File: src/rtl/pipe_stall_ctrl_pkg.sv
// Shared definitions for the pipeline stall controller: stall-vector layout,
// stall patterns, controller state encoding and instruction address width.
package pipe_stall_ctrl_pkg;

  localparam int unsigned InstAddrBus = 32;
  localparam int unsigned StallBus    = 6;

  localparam int unsigned StallPc    = 0;
  localparam int unsigned StallIfId  = 1;
  localparam int unsigned StallIdEx  = 2;
  localparam int unsigned StallExMem = 3;
  localparam int unsigned StallMemWb = 4;
  localparam int unsigned StallWb    = 5;

  // Each pattern freezes the PC and every pipeline register up to the requester.
  localparam logic [StallBus-1:0] StallPatNone = '0;
  localparam logic [StallBus-1:0] StallPatIf   = StallBus'((1 << StallPc) | (1 << StallIfId));
  localparam logic [StallBus-1:0] StallPatId   = StallPatIf | StallBus'(1 << StallIdEx);
  localparam logic [StallBus-1:0] StallPatMem  = StallPatId | StallBus'((1 << StallExMem) | (1 << StallMemWb));

  typedef enum logic {
    CtrlRun  = 1'b0,
    CtrlPend = 1'b1
  } ctrl_state_e;

  function automatic logic [StallBus-1:0] stall_pattern(
    input logic mem_req,
    input logic flushing,
    input logic id_req,
    input logic if_req
  );
    if (mem_req)       return StallPatMem;
    else if (flushing) return StallPatNone;
    else if (id_req)   return StallPatId;
    else if (if_req)   return StallPatIf;
    else               return StallPatNone;
  endfunction

endpackage

File: src/rtl/pipe_stall_ctrl_if.sv
// Pipeline-control bundle between the core stages and pipe_stall_ctrl.
// Performance counter signals exist only when STALL_PERF_CNT_EN is defined.
interface pipe_stall_ctrl_if
  import pipe_stall_ctrl_pkg::*;
#(
  parameter int unsigned CNT_WIDTH = 32
);

  logic                   stallreq_from_if;
  logic                   stallreq_from_id;
  logic                   stallreq_from_mem;
  logic                   branch_taken_i;
  logic [InstAddrBus-1:0] branch_target_i;
  logic [StallBus-1:0]    stall_o;
  logic                   flush_o;
  logic                   redirect_o;
  logic [InstAddrBus-1:0] new_pc_o;
  logic                   hang_o;
`ifdef STALL_PERF_CNT_EN
  logic [CNT_WIDTH-1:0]   stall_cycles_o;
  logic [CNT_WIDTH-1:0]   flush_count_o;
`endif

  if (CNT_WIDTH == 0) begin : g_cnt_width_chk
    $error("pipe_stall_ctrl_if: CNT_WIDTH must be nonzero");
  end

  modport master (
    output stallreq_from_if, stallreq_from_id, stallreq_from_mem,
    output branch_taken_i, branch_target_i,
`ifdef STALL_PERF_CNT_EN
    input  stall_cycles_o, flush_count_o,
`endif
    input  stall_o, flush_o, redirect_o, new_pc_o, hang_o
  );

  modport slave (
    input  stallreq_from_if, stallreq_from_id, stallreq_from_mem,
    input  branch_taken_i, branch_target_i,
`ifdef STALL_PERF_CNT_EN
    output stall_cycles_o, flush_count_o,
`endif
    output stall_o, flush_o, redirect_o, new_pc_o, hang_o
  );

endinterface

File: src/rtl/pipe_stall_ctrl_stall_watchdog.sv
// Stall watchdog: counts consecutive PC-stall cycles, saturating at LIMIT,
// and raises a sticky hang flag when the count reaches LIMIT.
module stall_watchdog #(
  parameter int unsigned LIMIT = 1024,
  parameter int unsigned WIDTH = 11
) (
  input  logic clk,
  input  logic rst_n,
  input  logic stall_i,
  output logic hang_o
);

  localparam logic [WIDTH-1:0] Limit = WIDTH'(LIMIT);

  logic [WIDTH-1:0] cnt_d, cnt_q;
  logic             hang_d, hang_q;

  always_comb begin
    cnt_d = '0;
    if (stall_i) begin
      cnt_d = (cnt_q == Limit) ? cnt_q : cnt_q + WIDTH'(1);
    end
    hang_d = hang_q | (cnt_d == Limit);
  end

  always_ff @(posedge clk or negedge rst_n) begin
    if (!rst_n) begin
      cnt_q  <= '0;
      hang_q <= 1'b0;
    end else begin
      cnt_q  <= cnt_d;
      hang_q <= hang_d;
    end
  end

  assign hang_o = hang_q;

endmodule

File: src/rtl/pipe_stall_ctrl.sv
// Central 5-stage pipeline controller: merges stall requests, sequences
// branch flushes (deferring them past MEM stalls) and hosts the stall watchdog.
// Optional performance counters are enabled by defining STALL_PERF_CNT_EN.
module pipe_stall_ctrl
  import pipe_stall_ctrl_pkg::*;
#(
  parameter int unsigned WDT_LIMIT = 1024,
  parameter int unsigned WDT_WIDTH = 11,
  parameter int unsigned CNT_WIDTH = 32
) (
  input logic               clk,
  input logic               rst,
  pipe_stall_ctrl_if.slave  bus
);

  if (CNT_WIDTH == 0 || (64'd1 << WDT_WIDTH) <= 64'(WDT_LIMIT)) begin : g_param_chk
    $error("pipe_stall_ctrl: need CNT_WIDTH > 0 and 2**WDT_WIDTH > WDT_LIMIT");
  end

  ctrl_state_e            state_d, state_q;
  logic [InstAddrBus-1:0] target_d, target_q;

  logic                   flush;
  logic                   redirect;
  logic [InstAddrBus-1:0] new_pc;
  logic [StallBus-1:0]    stall;
  logic                   hang;

  always_comb begin
    state_d  = state_q;
    target_d = target_q;
    flush    = 1'b0;
    redirect = 1'b0;
    new_pc   = '0;
    unique case (state_q)
      CtrlRun: begin
        if (bus.branch_taken_i) begin
          if (!bus.stallreq_from_mem) begin
            flush    = 1'b1;
            redirect = 1'b1;
            new_pc   = bus.branch_target_i;
          end else begin
            state_d  = CtrlPend;
            target_d = bus.branch_target_i;
          end
        end
      end
      CtrlPend: begin
        // EX is frozen while pending, so a fresh branch_taken_i is stale.
        new_pc = target_q;
        if (!bus.stallreq_from_mem) begin
          flush    = 1'b1;
          redirect = 1'b1;
          state_d  = CtrlRun;
        end
      end
      default: state_d = CtrlRun;
    endcase
    stall = stall_pattern(bus.stallreq_from_mem, flush,
                          bus.stallreq_from_id, bus.stallreq_from_if);
  end

  always_ff @(posedge clk or negedge rst) begin
    if (!rst) begin
      state_q  <= CtrlRun;
      target_q <= '0;
    end else begin
      state_q  <= state_d;
      target_q <= target_d;
    end
  end

  stall_watchdog #(
    .LIMIT (WDT_LIMIT),
    .WIDTH (WDT_WIDTH)
  ) u_stall_watchdog (
    .clk     (clk),
    .rst_n   (rst),
    .stall_i (stall[StallPc]),
    .hang_o  (hang)
  );

`ifdef STALL_PERF_CNT_EN
  logic [CNT_WIDTH-1:0] stall_cycles_d, stall_cycles_q;
  logic [CNT_WIDTH-1:0] flush_count_d, flush_count_q;

  always_comb begin
    stall_cycles_d = stall_cycles_q + CNT_WIDTH'(stall[StallPc]);
    flush_count_d  = flush_count_q + CNT_WIDTH'(flush);
  end

  always_ff @(posedge clk or negedge rst) begin
    if (!rst) begin
      stall_cycles_q <= '0;
      flush_count_q  <= '0;
    end else begin
      stall_cycles_q <= stall_cycles_d;
      flush_count_q  <= flush_count_d;
    end
  end

  assign bus.stall_cycles_o = stall_cycles_q;
  assign bus.flush_count_o  = flush_count_q;
`endif

  assign bus.stall_o    = stall;
  assign bus.flush_o    = flush;
  assign bus.redirect_o = redirect;
  assign bus.new_pc_o   = new_pc;
  assign bus.hang_o     = hang;

endmodule

File: src/flat_wrapper.sv
// flat-port wrapper written by rule: the top's interface ports become plain ports
module pipe_stall_ctrl_flat import pipe_stall_ctrl_pkg::*;
#(
  parameter int unsigned WDT_LIMIT = 1024,
  parameter int unsigned WDT_WIDTH = 11,
  parameter int unsigned CNT_WIDTH = 32
)
  (clk, rst, bus_stallreq_from_if, bus_stallreq_from_id, bus_stallreq_from_mem, bus_branch_taken_i, bus_branch_target_i, bus_stall_o, bus_flush_o, bus_redirect_o, bus_new_pc_o, bus_hang_o);
  pipe_stall_ctrl_if #(.CNT_WIDTH(CNT_WIDTH)) bus_i ();
  input logic clk;
  input logic rst;
  input wire logic [$bits(bus_i.stallreq_from_if)-1:0] bus_stallreq_from_if;
  input wire logic [$bits(bus_i.stallreq_from_id)-1:0] bus_stallreq_from_id;
  input wire logic [$bits(bus_i.stallreq_from_mem)-1:0] bus_stallreq_from_mem;
  input wire logic [$bits(bus_i.branch_taken_i)-1:0] bus_branch_taken_i;
  input wire logic [$bits(bus_i.branch_target_i)-1:0] bus_branch_target_i;
  output wire logic [$bits(bus_i.stall_o)-1:0] bus_stall_o;
  output wire logic [$bits(bus_i.flush_o)-1:0] bus_flush_o;
  output wire logic [$bits(bus_i.redirect_o)-1:0] bus_redirect_o;
  output wire logic [$bits(bus_i.new_pc_o)-1:0] bus_new_pc_o;
  output wire logic [$bits(bus_i.hang_o)-1:0] bus_hang_o;
  assign bus_i.stallreq_from_if = bus_stallreq_from_if;
  assign bus_i.stallreq_from_id = bus_stallreq_from_id;
  assign bus_i.stallreq_from_mem = bus_stallreq_from_mem;
  assign bus_i.branch_taken_i = bus_branch_taken_i;
  assign bus_i.branch_target_i = bus_branch_target_i;
  assign bus_stall_o = bus_i.stall_o;
  assign bus_flush_o = bus_i.flush_o;
  assign bus_redirect_o = bus_i.redirect_o;
  assign bus_new_pc_o = bus_i.new_pc_o;
  assign bus_hang_o = bus_i.hang_o;
  pipe_stall_ctrl #(.WDT_LIMIT(WDT_LIMIT), .WDT_WIDTH(WDT_WIDTH), .CNT_WIDTH(CNT_WIDTH)) u_core (.clk(clk), .rst(rst), .bus(bus_i));
endmodule
File: config.mk
export PLATFORM = sky130hd
export DESIGN_NAME = pipe_stall_ctrl_flat
export DESIGN_NICKNAME = d
export VERILOG_FILES = /design/src/rtl/pipe_stall_ctrl_pkg.sv /design/src/rtl/pipe_stall_ctrl_if.sv /design/src/rtl/pipe_stall_ctrl_stall_watchdog.sv /design/src/rtl/pipe_stall_ctrl.sv /design/src/flat_wrapper.sv
export SDC_FILE = /design/constraint.sdc
export NUM_CORES = 1
export LEC_CHECK = 0
export CORE_MARGIN = 4
export CORE_UTILIZATION = 45
export DETAILED_ROUTE_END_ITERATION = 8
export PLACE_DENSITY_LB_ADDON = 0.3
export RECOVER_POWER = 25
export SLEW_MARGIN = 20
export SYNTH_ARGS = -nofsm -noshare
export SYNTH_HDL_FRONTEND = slang
export SYNTH_HIERARCHICAL = 1
export SYNTH_SLANG_ARGS = --single-unit
File: constraint.sdc
create_clock -name clk -period 4.2 [get_ports clk]
set_input_delay 0.42 -clock clk [delete_from_list [all_inputs] [get_ports clk]]
set_output_delay 0.42 -clock clk [all_outputs]
set_load 0.005 [all_outputs]
==> run_summary.xml, run 1 <==
<?xml version="1.0" encoding="UTF-8"?>
<metrics>
  <group name="drt">
    <metric name="wl" unit="µm">5910</metric>
    <metric name="drcViolationCount" unit="">0</metric>
    <metric name="dr.first_iter.drc_count" unit="">67</metric>
    <metric name="route.detailed.vias_per_inst" unit="">5.18</metric>
    <metric name="antenna_violating_nets_post_route" unit="">0</metric>
    <metric name="wl_per_cell" unit="µm">14.7</metric>
    <metric name="dr.pass1.iters" unit="">4</metric>
    <metric name="vias" unit="">2078</metric>
  </group>
  <group name="global_routing">
    <metric name="maximum_number_of_pins_on_one_net_before_global_route_repair" unit="">46</metric>
    <metric name="number_of_antenna_violations_at_the_first_check_in_global_routing" unit="">0</metric>
    <metric name="first_global_vias" unit="">2175</metric>
    <metric name="grt_first_pass_wirelength" unit="µm">10100</metric>
    <metric name="globalRouteTotalUtil" unit="">0.169</metric>
    <metric name="global_route.overflow_total" unit="">0</metric>
  </group>
  <group name="place">
    <metric name="gp_congestion" unit="">0.908</metric>
    <metric name="placedInstanceArea" unit="mm²">0.00341</metric>
    <metric name="dpl_worst_slack" unit="ns">1.03</metric>
    <metric name="dp_hpwl" unit="µm">4120</metric>
    <metric name="port_buffers" unit="">77</metric>
  </group>
  <group name="die">
    <metric name="core-area" unit="mm²">0.00564</metric>
    <metric name="io_pins" unit="">79</metric>
    <metric name="initial_utilization" unit="">0.475</metric>
    <metric name="die_width" unit="µm">85.2</metric>
    <metric name="die_y" unit="µm">85.2</metric>
    <metric name="die_area" unit="mm²">0.00725</metric>
    <metric name="floorplan.rows" unit="">27</metric>
  </group>
  <group name="synthesis">
    <metric name="syn-mean-instance-area" unit="µm²">10.2</metric>
    <metric name="yosysTopAreaCell" unit="">dfrtp_1</metric>
    <metric name="synthTopCellsByCount" unit="">dfrtp_1, nand2_1, nand2b_1</metric>
    <metric name="synth_async_reset_ratio" unit="">1.00</metric>
    <metric name="synthesis.yosys.warnings" unit="">6</metric>
    <metric name="yosys_most_used_dff" unit="">dfrtp_1</metric>
    <metric name="synthesis.nets" unit="">303</metric>
    <metric name="synth_area_leaders" unit="">dfrtp_1, mux2_4, nand2b_1, nand2_1, o21ai_0</metric>
    <metric name="yosysMostFrequentCell" unit="">dfrtp_1</metric>
    <metric name="synth_top_area_frac" unit="">0.420</metric>
    <metric name="yosysSeqAreaShare" unit="">0.420</metric>
    <metric name="ys_ff_latch" unit="">45</metric>
    <metric name="syn_inst" unit="">263</metric>
    <metric name="mappedNetlistArea" unit="mm²">0.00268</metric>
    <metric name="netlist-cell-type-count" unit="">40</metric>
    <metric name="synth_edf_count" unit="">0</metric>
  </group>
  <group name="cells_and_area">
    <metric name="post-route-util" unit="">0.622</metric>
    <metric name="design_area" unit="mm²">0.00351</metric>
    <metric name="final_layout_size_suffix_gt1_frac" unit="">0.146</metric>
    <metric name="relative_area_change_from_synthesis_to_final_layout" unit="%">31.0</metric>
    <metric name="antenna_cells" unit="">0</metric>
    <metric name="number_of_fill_cells_in_the_layout" unit="">461</metric>
    <metric name="finish.net_count" unit="">368</metric>
  </group>
  <group name="clocking">
    <metric name="cts_post_setup_buffers_inserted" unit="">0</metric>
    <metric name="postCtsResizedCells" unit="">0</metric>
    <metric name="ctsHoldBuffers" unit="">0</metric>
    <metric name="clock_sinks" unit="">45</metric>
    <metric name="cts_root_buf" unit="">clkbuf_8</metric>
    <metric name="ctsLongestPathBuffers" unit="">2</metric>
    <metric name="worst_skew_pair_later_pin_latency" unit="ns">0.29</metric>
    <metric name="cts_tree" unit="">yes</metric>
    <metric name="cts-buffers-inserted" unit="">5</metric>
    <metric name="clk_pin_slew" unit="ns">0.09</metric>
    <metric name="clock_tree.htree_level_count" unit="">2</metric>
  </group>
  <group name="sta">
    <metric name="achievable-frequency" unit="MHz">319</metric>
    <metric name="relSlewSlack" unit="">-0.599</metric>
    <metric name="tightestPinTransition" unit="ns">2.40</metric>
    <metric name="clock_skew" unit="ns">0.00761</metric>
    <metric name="finalWorstPathRequiredPeriod" unit="ns">3.14</metric>
    <metric name="timing.hold.ws" unit="ns">0.502</metric>
    <metric name="hold_violations" unit="">0</metric>
    <metric name="final_max_slew_viol_count" unit="">46</metric>
    <metric name="report.final.setup_viol" unit="">0</metric>
    <metric name="final.period_utilization" unit="">0.747</metric>
    <metric name="unrepaired_setup_endpoints_after_global_routing" unit="">false</metric>
    <metric name="timing.final.ws_setup" unit="ns">1.06</metric>
    <metric name="setup-tns-final" unit="ns">0</metric>
  </group>
  <group name="job">
    <metric name="max_cap_viol_count" unit="">1</metric>
  </group>
  <group name="pwr">
    <metric name="netSwitchingPower" unit="µW">312</metric>
    <metric name="power_frac_comb" unit="">0.290</metric>
    <metric name="netSwitchingFraction" unit="">0.264</metric>
    <metric name="powerDensity" unit="mW/mm²">337</metric>
    <metric name="p_clk_frac" unit="">0.247</metric>
    <metric name="power_report.internal_total" unit="µW">869</metric>
    <metric name="sequentialPowerShare" unit="">0.463</metric>
    <metric name="irDropWorstVdd" unit="mV">0.178</metric>
    <metric name="cellLeakagePower" unit="µW">0.00156</metric>
  </group>
  <group name="setup_path">
    <metric name="worst_setup_path_end_kind" unit="">output port</metric>
    <metric name="timing.critical_path.fanout_max" unit="">32</metric>
    <metric name="critical_path_required_time" unit="ns">3.78</metric>
    <metric name="worst_ep_arrival_time" unit="ns">2.72</metric>
    <metric name="cp_slowest_cell" unit="">nand2b_1</metric>
    <metric name="cpPeakStageDelay" unit="ns">0.87</metric>
    <metric name="crit_chain" unit="">clkdlybuf4s50_1, nand2b_1, o21ai_0, clkdlybuf4s50_1</metric>
    <metric name="cp-start-kind" unit="">input pin</metric>
    <metric name="crit_type" unit="">in2out</metric>
    <metric name="crit_top_cell" unit="">clkdlybuf4s50_1</metric>
  </group>
  <group name="worst_hold_path">
    <metric name="type_of_the_worst_min_delay_path" unit="">reg2reg</metric>
  </group>
  <group name="run_status">
    <metric name="run_status" unit="">finished with violations</metric>
    <metric name="failed_checks" unit="">max-capacitance violations, max-slew violations</metric>
  </group>
</metrics>
==> sequential cells by signal (all words and copies together), names as in the netlist <==
| name | count |
|---|---|
| u_core/state_q | 1 |
| u_core/u_stall_watchdog/hang_o | 1 |
| u_core/target_q | 32 |
| u_core/u_stall_watchdog/cnt_q | 11 |
==> through the flow <==
step / power, µW / instances
after global placement: 890 / 393
final: 1180 / 401
after CTS: 1200 / 401
after floorplan: 742 / 263
after detailed placement: 897 / 393
after global routing: 1250 / 401
==> worst paths after layout <==
kind	cells past startpoint	slack, ns	start	end
max	4	1.06	bus_stallreq_from_mem	bus_new_pc_o[2]
min	1	0.50	u_core/u_stall_watchdog/hang_o$_DFF_PN0_	u_core/u_stall_watchdog/hang_o$_DFF_PN0_
max reg2reg	7	1.78	u_core/u_stall_watchdog/cnt_q[0]$_DFF_PN0_	u_core/u_stall_watchdog/hang_o$_DFF_PN0_
min reg2reg	1	0.50	u_core/u_stall_watchdog/hang_o$_DFF_PN0_	u_core/u_stall_watchdog/hang_o$_DFF_PN0_
max in group asynchronous	1	1.99	rst	u_core/target_q[31]$_DFFE_PN0P_
min in group asynchronous	1	0.85	rst	u_core/target_q[4]$_DFFE_PN0P_
==> logic make-up (layout without fill, tap and decap cells) <==
family	Yosys count	after routing	synth area share
AND/OR/NAND/NOR	106	106	0.216
adder cells (fa/ha/maj)	2	2	0.00934
buffers and inverters	24	90	0.0556
flip-flops	45	45	0.420
other	1	1	0.00140
AO/OA/AOI/OAI	47	47	0.101
XOR/XNOR	5	5	0.0163
multiplexers	33	33	0.180
==> power by group through the flow <==
stage / Clock, µW / Sequential, µW / Combinational, µW
after floorplan: 0 / 537 / 205
after global placement: 0 / 552 / 338
after detailed placement: 0 / 552 / 345
after CTS: 303 / 546 / 346
after global routing: 322 / 556 / 376
final: 292 / 547 / 342
==> placed cells by master, fill, tap and decap left out, types with 2 or more instances in the layout <==
cell type / count
clkdlybuf4s50_1: 76
dfrtp_1: 45
nand2_1: 38
nand2b_1: 33
mux2_4: 30
o21ai_0: 28
nor2_1: 9
clkbuf_8: 7
nand3_1: 5
a21oi_1: 5
o21ai_1: 4
nor2b_1: 4
o31ai_1: 4
inv_1: 4
or4_1: 3
xnor2_1: 3
a21o_1: 2
or2_2: 2
mux2_2: 2
or4b_1: 2
xor2_1: 2
and2_1: 2
ha_1: 2
==> metal layers <==
metal / up-vias / track usage / part of all wire
met5: - / 0 / 0
met4: 0 / 0.0489 / 0.014
met2: 61 / 0.272 / 0.45
li1: 1021 / - / -
met3: 9 / 0.0515 / 0.065
met1: 987 / 0.220 / 0.47
==> area by class of cell <==
type / count / area [µm²] / area share
timing repair buffer: 78 / 772 / 0.220
multi-input combinational: 194 / 1410 / 0.400
clock buffer: 7 / 96.3 / 0.0275
tap: 72 / 90.1 / 0.0257
clock inverter: 1 / 5.00 / 0.00143
sequential: 45 / 1130 / 0.321
inverter: 4 / 15.0 / 0.00428
==> worst max-delay path, delay by kind of cell <==
kind / cells / cell delay, ns
buffers and inverters: 2 / 1.16
AOI/OAI and AO/OA: 1 / 0.27
and+or+nand+nor: 1 / 0.87
(Power assumes the default switching activity.)
==> run 2: changes to the inputs <==
- clock period: 4.2 -> 3.2 ns (I/O delays scaled with it)
==> run_summary.xml, run 2 (synthesis gave the netlist of run 1 again) <==
<?xml version="1.0" encoding="UTF-8"?>
<metrics>
  <group name="sta">
    <metric name="report.final.setup_viol" unit="">0</metric>
    <metric name="timing.hold.ws" unit="ns">0.486</metric>
    <metric name="setup-tns-final" unit="ns">0</metric>
    <metric name="hold_violations" unit="">0</metric>
    <metric name="final.period_utilization" unit="">0.749</metric>
    <metric name="clock_skew" unit="ns">0.00625</metric>
    <metric name="relSlewSlack" unit="">-0.584</metric>
    <metric name="tightestPinTransition" unit="ns">2.38</metric>
    <metric name="final_max_slew_viol_count" unit="">46</metric>
    <metric name="finalWorstPathRequiredPeriod" unit="ns">2.40</metric>
    <metric name="unrepaired_setup_endpoints_after_global_routing" unit="">false</metric>
    <metric name="achievable-frequency" unit="MHz">417</metric>
  </group>
  <group name="die">
    <metric name="io_pins" unit="">79</metric>
    <metric name="die_width" unit="µm">85.2</metric>
    <metric name="die_y" unit="µm">85.2</metric>
    <metric name="initial_utilization" unit="">0.475</metric>
    <metric name="die_area" unit="mm²">0.00725</metric>
    <metric name="core-area" unit="mm²">0.00564</metric>
    <metric name="floorplan.rows" unit="">27</metric>
  </group>
  <group name="drt">
    <metric name="drcViolationCount" unit="">0</metric>
    <metric name="wl" unit="µm">5870</metric>
    <metric name="vias" unit="">2077</metric>
    <metric name="antenna_violating_nets_post_route" unit="">0</metric>
    <metric name="dr.pass1.iters" unit="">4</metric>
    <metric name="dr.first_iter.drc_count" unit="">130</metric>
    <metric name="route.detailed.vias_per_inst" unit="">5.17</metric>
    <metric name="wl_per_cell" unit="µm">14.6</metric>
  </group>
  <group name="cells_and_area">
    <metric name="finish.net_count" unit="">369</metric>
    <metric name="post-route-util" unit="">0.621</metric>
    <metric name="final_layout_size_suffix_gt1_frac" unit="">0.148</metric>
    <metric name="registers.top_by_ff_count" unit="">u_core/target_q</metric>
    <metric name="relative_area_change_from_synthesis_to_final_layout" unit="%">30.8</metric>
    <metric name="largest_register_ffs" unit="">32</metric>
    <metric name="most_frequent_cells_in_the_layout" unit="">clkdlybuf4s50_1, dfrtp_1, nand2_1</metric>
    <metric name="stdcell_count" unit="">402</metric>
    <metric name="antenna_cells" unit="">0</metric>
    <metric name="layout_top_registers" unit="">u_core/target_q: 32 flops, u_core/u_stall_watchdog/cnt_q: 11 flops</metric>
    <metric name="design_area" unit="mm²">0.00351</metric>
    <metric name="mostFrequentLayoutCell" unit="">clkdlybuf4s50_1</metric>
  </group>
  <group name="pwr">
    <metric name="cellLeakagePower" unit="µW">0.00156</metric>
    <metric name="irDropWorstVdd" unit="mV">0.256</metric>
    <metric name="powerDensity" unit="mW/mm²">435</metric>
  </group>
  <group name="global_routing">
    <metric name="globalRouteTotalUtil" unit="">0.168</metric>
    <metric name="maximum_number_of_pins_on_one_net_before_global_route_repair" unit="">66</metric>
    <metric name="first_global_vias" unit="">2116</metric>
    <metric name="grt_first_pass_wirelength" unit="µm">10100</metric>
    <metric name="global_route.overflow_total" unit="">0</metric>
    <metric name="number_of_antenna_violations_at_the_first_check_in_global_routing" unit="">0</metric>
  </group>
  <group name="place">
    <metric name="placedInstanceArea" unit="mm²">0.00342</metric>
    <metric name="dp_hpwl" unit="µm">3950</metric>
    <metric name="port_buffers" unit="">77</metric>
    <metric name="placed_cells" unit="">394</metric>
    <metric name="gp_congestion" unit="">0.872</metric>
  </group>
  <group name="clocking">
    <metric name="clock_tree.htree_level_count" unit="">2</metric>
    <metric name="postCtsResizedCells" unit="">0</metric>
    <metric name="cts_tree" unit="">yes</metric>
    <metric name="ctsHoldBuffers" unit="">0</metric>
    <metric name="ctsLongestPathBuffers" unit="">2</metric>
    <metric name="worst_skew_pair_later_pin_latency" unit="ns">0.30</metric>
    <metric name="clk_pin_slew" unit="ns">0.08</metric>
    <metric name="clock_sinks" unit="">45</metric>
    <metric name="cts_post_setup_buffers_inserted" unit="">0</metric>
    <metric name="cts-buffers-inserted" unit="">5</metric>
    <metric name="cts_root_buf" unit="">clkbuf_8</metric>
  </group>
  <group name="setup_path">
    <metric name="regToRegSetupSlack" unit="ns">0.80</metric>
    <metric name="crit_path_start" unit="">u_core/u_stall_watchdog/cnt_q[0]$_DFF_PN0_</metric>
    <metric name="crit_end" unit="">u_core/u_stall_watchdog/hang_o$_DFF_PN0_</metric>
    <metric name="critical_path_required_time" unit="ns">3.43</metric>
    <metric name="crit_type" unit="">reg2reg</metric>
    <metric name="reg2reg_to" unit="">u_core/u_stall_watchdog/hang_o$_DFF_PN0_</metric>
    <metric name="worst-r2r-cell-count" unit="">7</metric>
    <metric name="worst_setup_path_end_kind" unit="">flip-flop</metric>
    <metric name="cp-start-kind" unit="">flip-flop</metric>
    <metric name="timing.critical_path.fanout_max" unit="">7</metric>
    <metric name="regToRegStartpoint" unit="">u_core/u_stall_watchdog/cnt_q[0]$_DFF_PN0_</metric>
    <metric name="worst_ep_arrival_time" unit="ns">2.63</metric>
  </group>
  <group name="job">
    <metric name="max_cap_viol_count" unit="">1</metric>
  </group>
  <group name="worst_hold_path">
    <metric name="type_of_the_worst_min_delay_path" unit="">reg2reg</metric>
  </group>
  <group name="run_status">
    <metric name="run_status" unit="">finished with violations</metric>
    <metric name="failed_checks" unit="">max-capacitance violations, max-slew violations</metric>
  </group>
</metrics>
==> run 2: cell count changes in the layout (fill, tap and decap cells not counted) <==
cell,delta
buf_4,+1
inv_6,+1
clkinvlp_4,+1
clkbuf_8,-2
==> run 2: how the worst min path moves through the flow <==
stage,from,end,slack [ns],cells after the start
floorplan,rst,u_core/state_q$_DFF_PN0_,0.02,0
global placement,u_core/u_stall_watchdog/hang_o$_DFF_PN0_,u_core/u_stall_watchdog/hang_o$_DFF_PN0_,0.47,1
CTS,rst,u_core/target_q[2]$_DFFE_PN0P_,0.23,1
finish,u_core/u_stall_watchdog/hang_o$_DFF_PN0_,u_core/u_stall_watchdog/hang_o$_DFF_PN0_,0.49,1
global route,u_core/target_q[27]$_DFFE_PN0P_,u_core/target_q[27]$_DFFE_PN0P_,0.53,1
detailed placement,u_core/u_stall_watchdog/hang_o$_DFF_PN0_,u_core/u_stall_watchdog/hang_o$_DFF_PN0_,0.47,1
==> run 2: power breakdown <==
part / internal [µW] / switching [µW]
Sequential: 654 / 56.1
Clock: 155 / 201
Combinational: 293 / 163
Total: 1100 / 421
==> run 2: layer usage <==
layer | track usage | routed length, µm | vias up
li1 | - | - | 1022
met1 | 0.218 | 2600 | 992
met2 | 0.271 | 2780 | 59
met3 | 0.0553 | 413 | 4
met4 | 0.0446 | 64 | 0
met5 | 0 | 0 | -
==> run 2: area by class of cell <==
class	instances	area [µm²]
clock buffers	5	68.8
clock inverters	3	21.3
fillers	478	2140
inverters	4	15.0
multi-input cells	194	1410
flip-flops and latches	45	1130
well taps	72	90.1
repair buffers	79	779
==> run 2: critical path: stages, from the launching register on <==
cell	delay, ns
dfrtp_1	0.46
inv_1	0.15
ha_1	0.17
or4b_1	0.45
o31ai_1	0.50
a21oi_1	0.14
a311oi_2	0.27
a41o_1	0.20
==> run 2: per-stage QoR <==
stage                     power (µW)  worst slack, ns
after CTS                       1540            0.779
after detailed placement        1180            0.782
final                           1520            0.804
after global routing            1620            0.573
after global placement          1170            0.793
after floorplan                  973             1.03
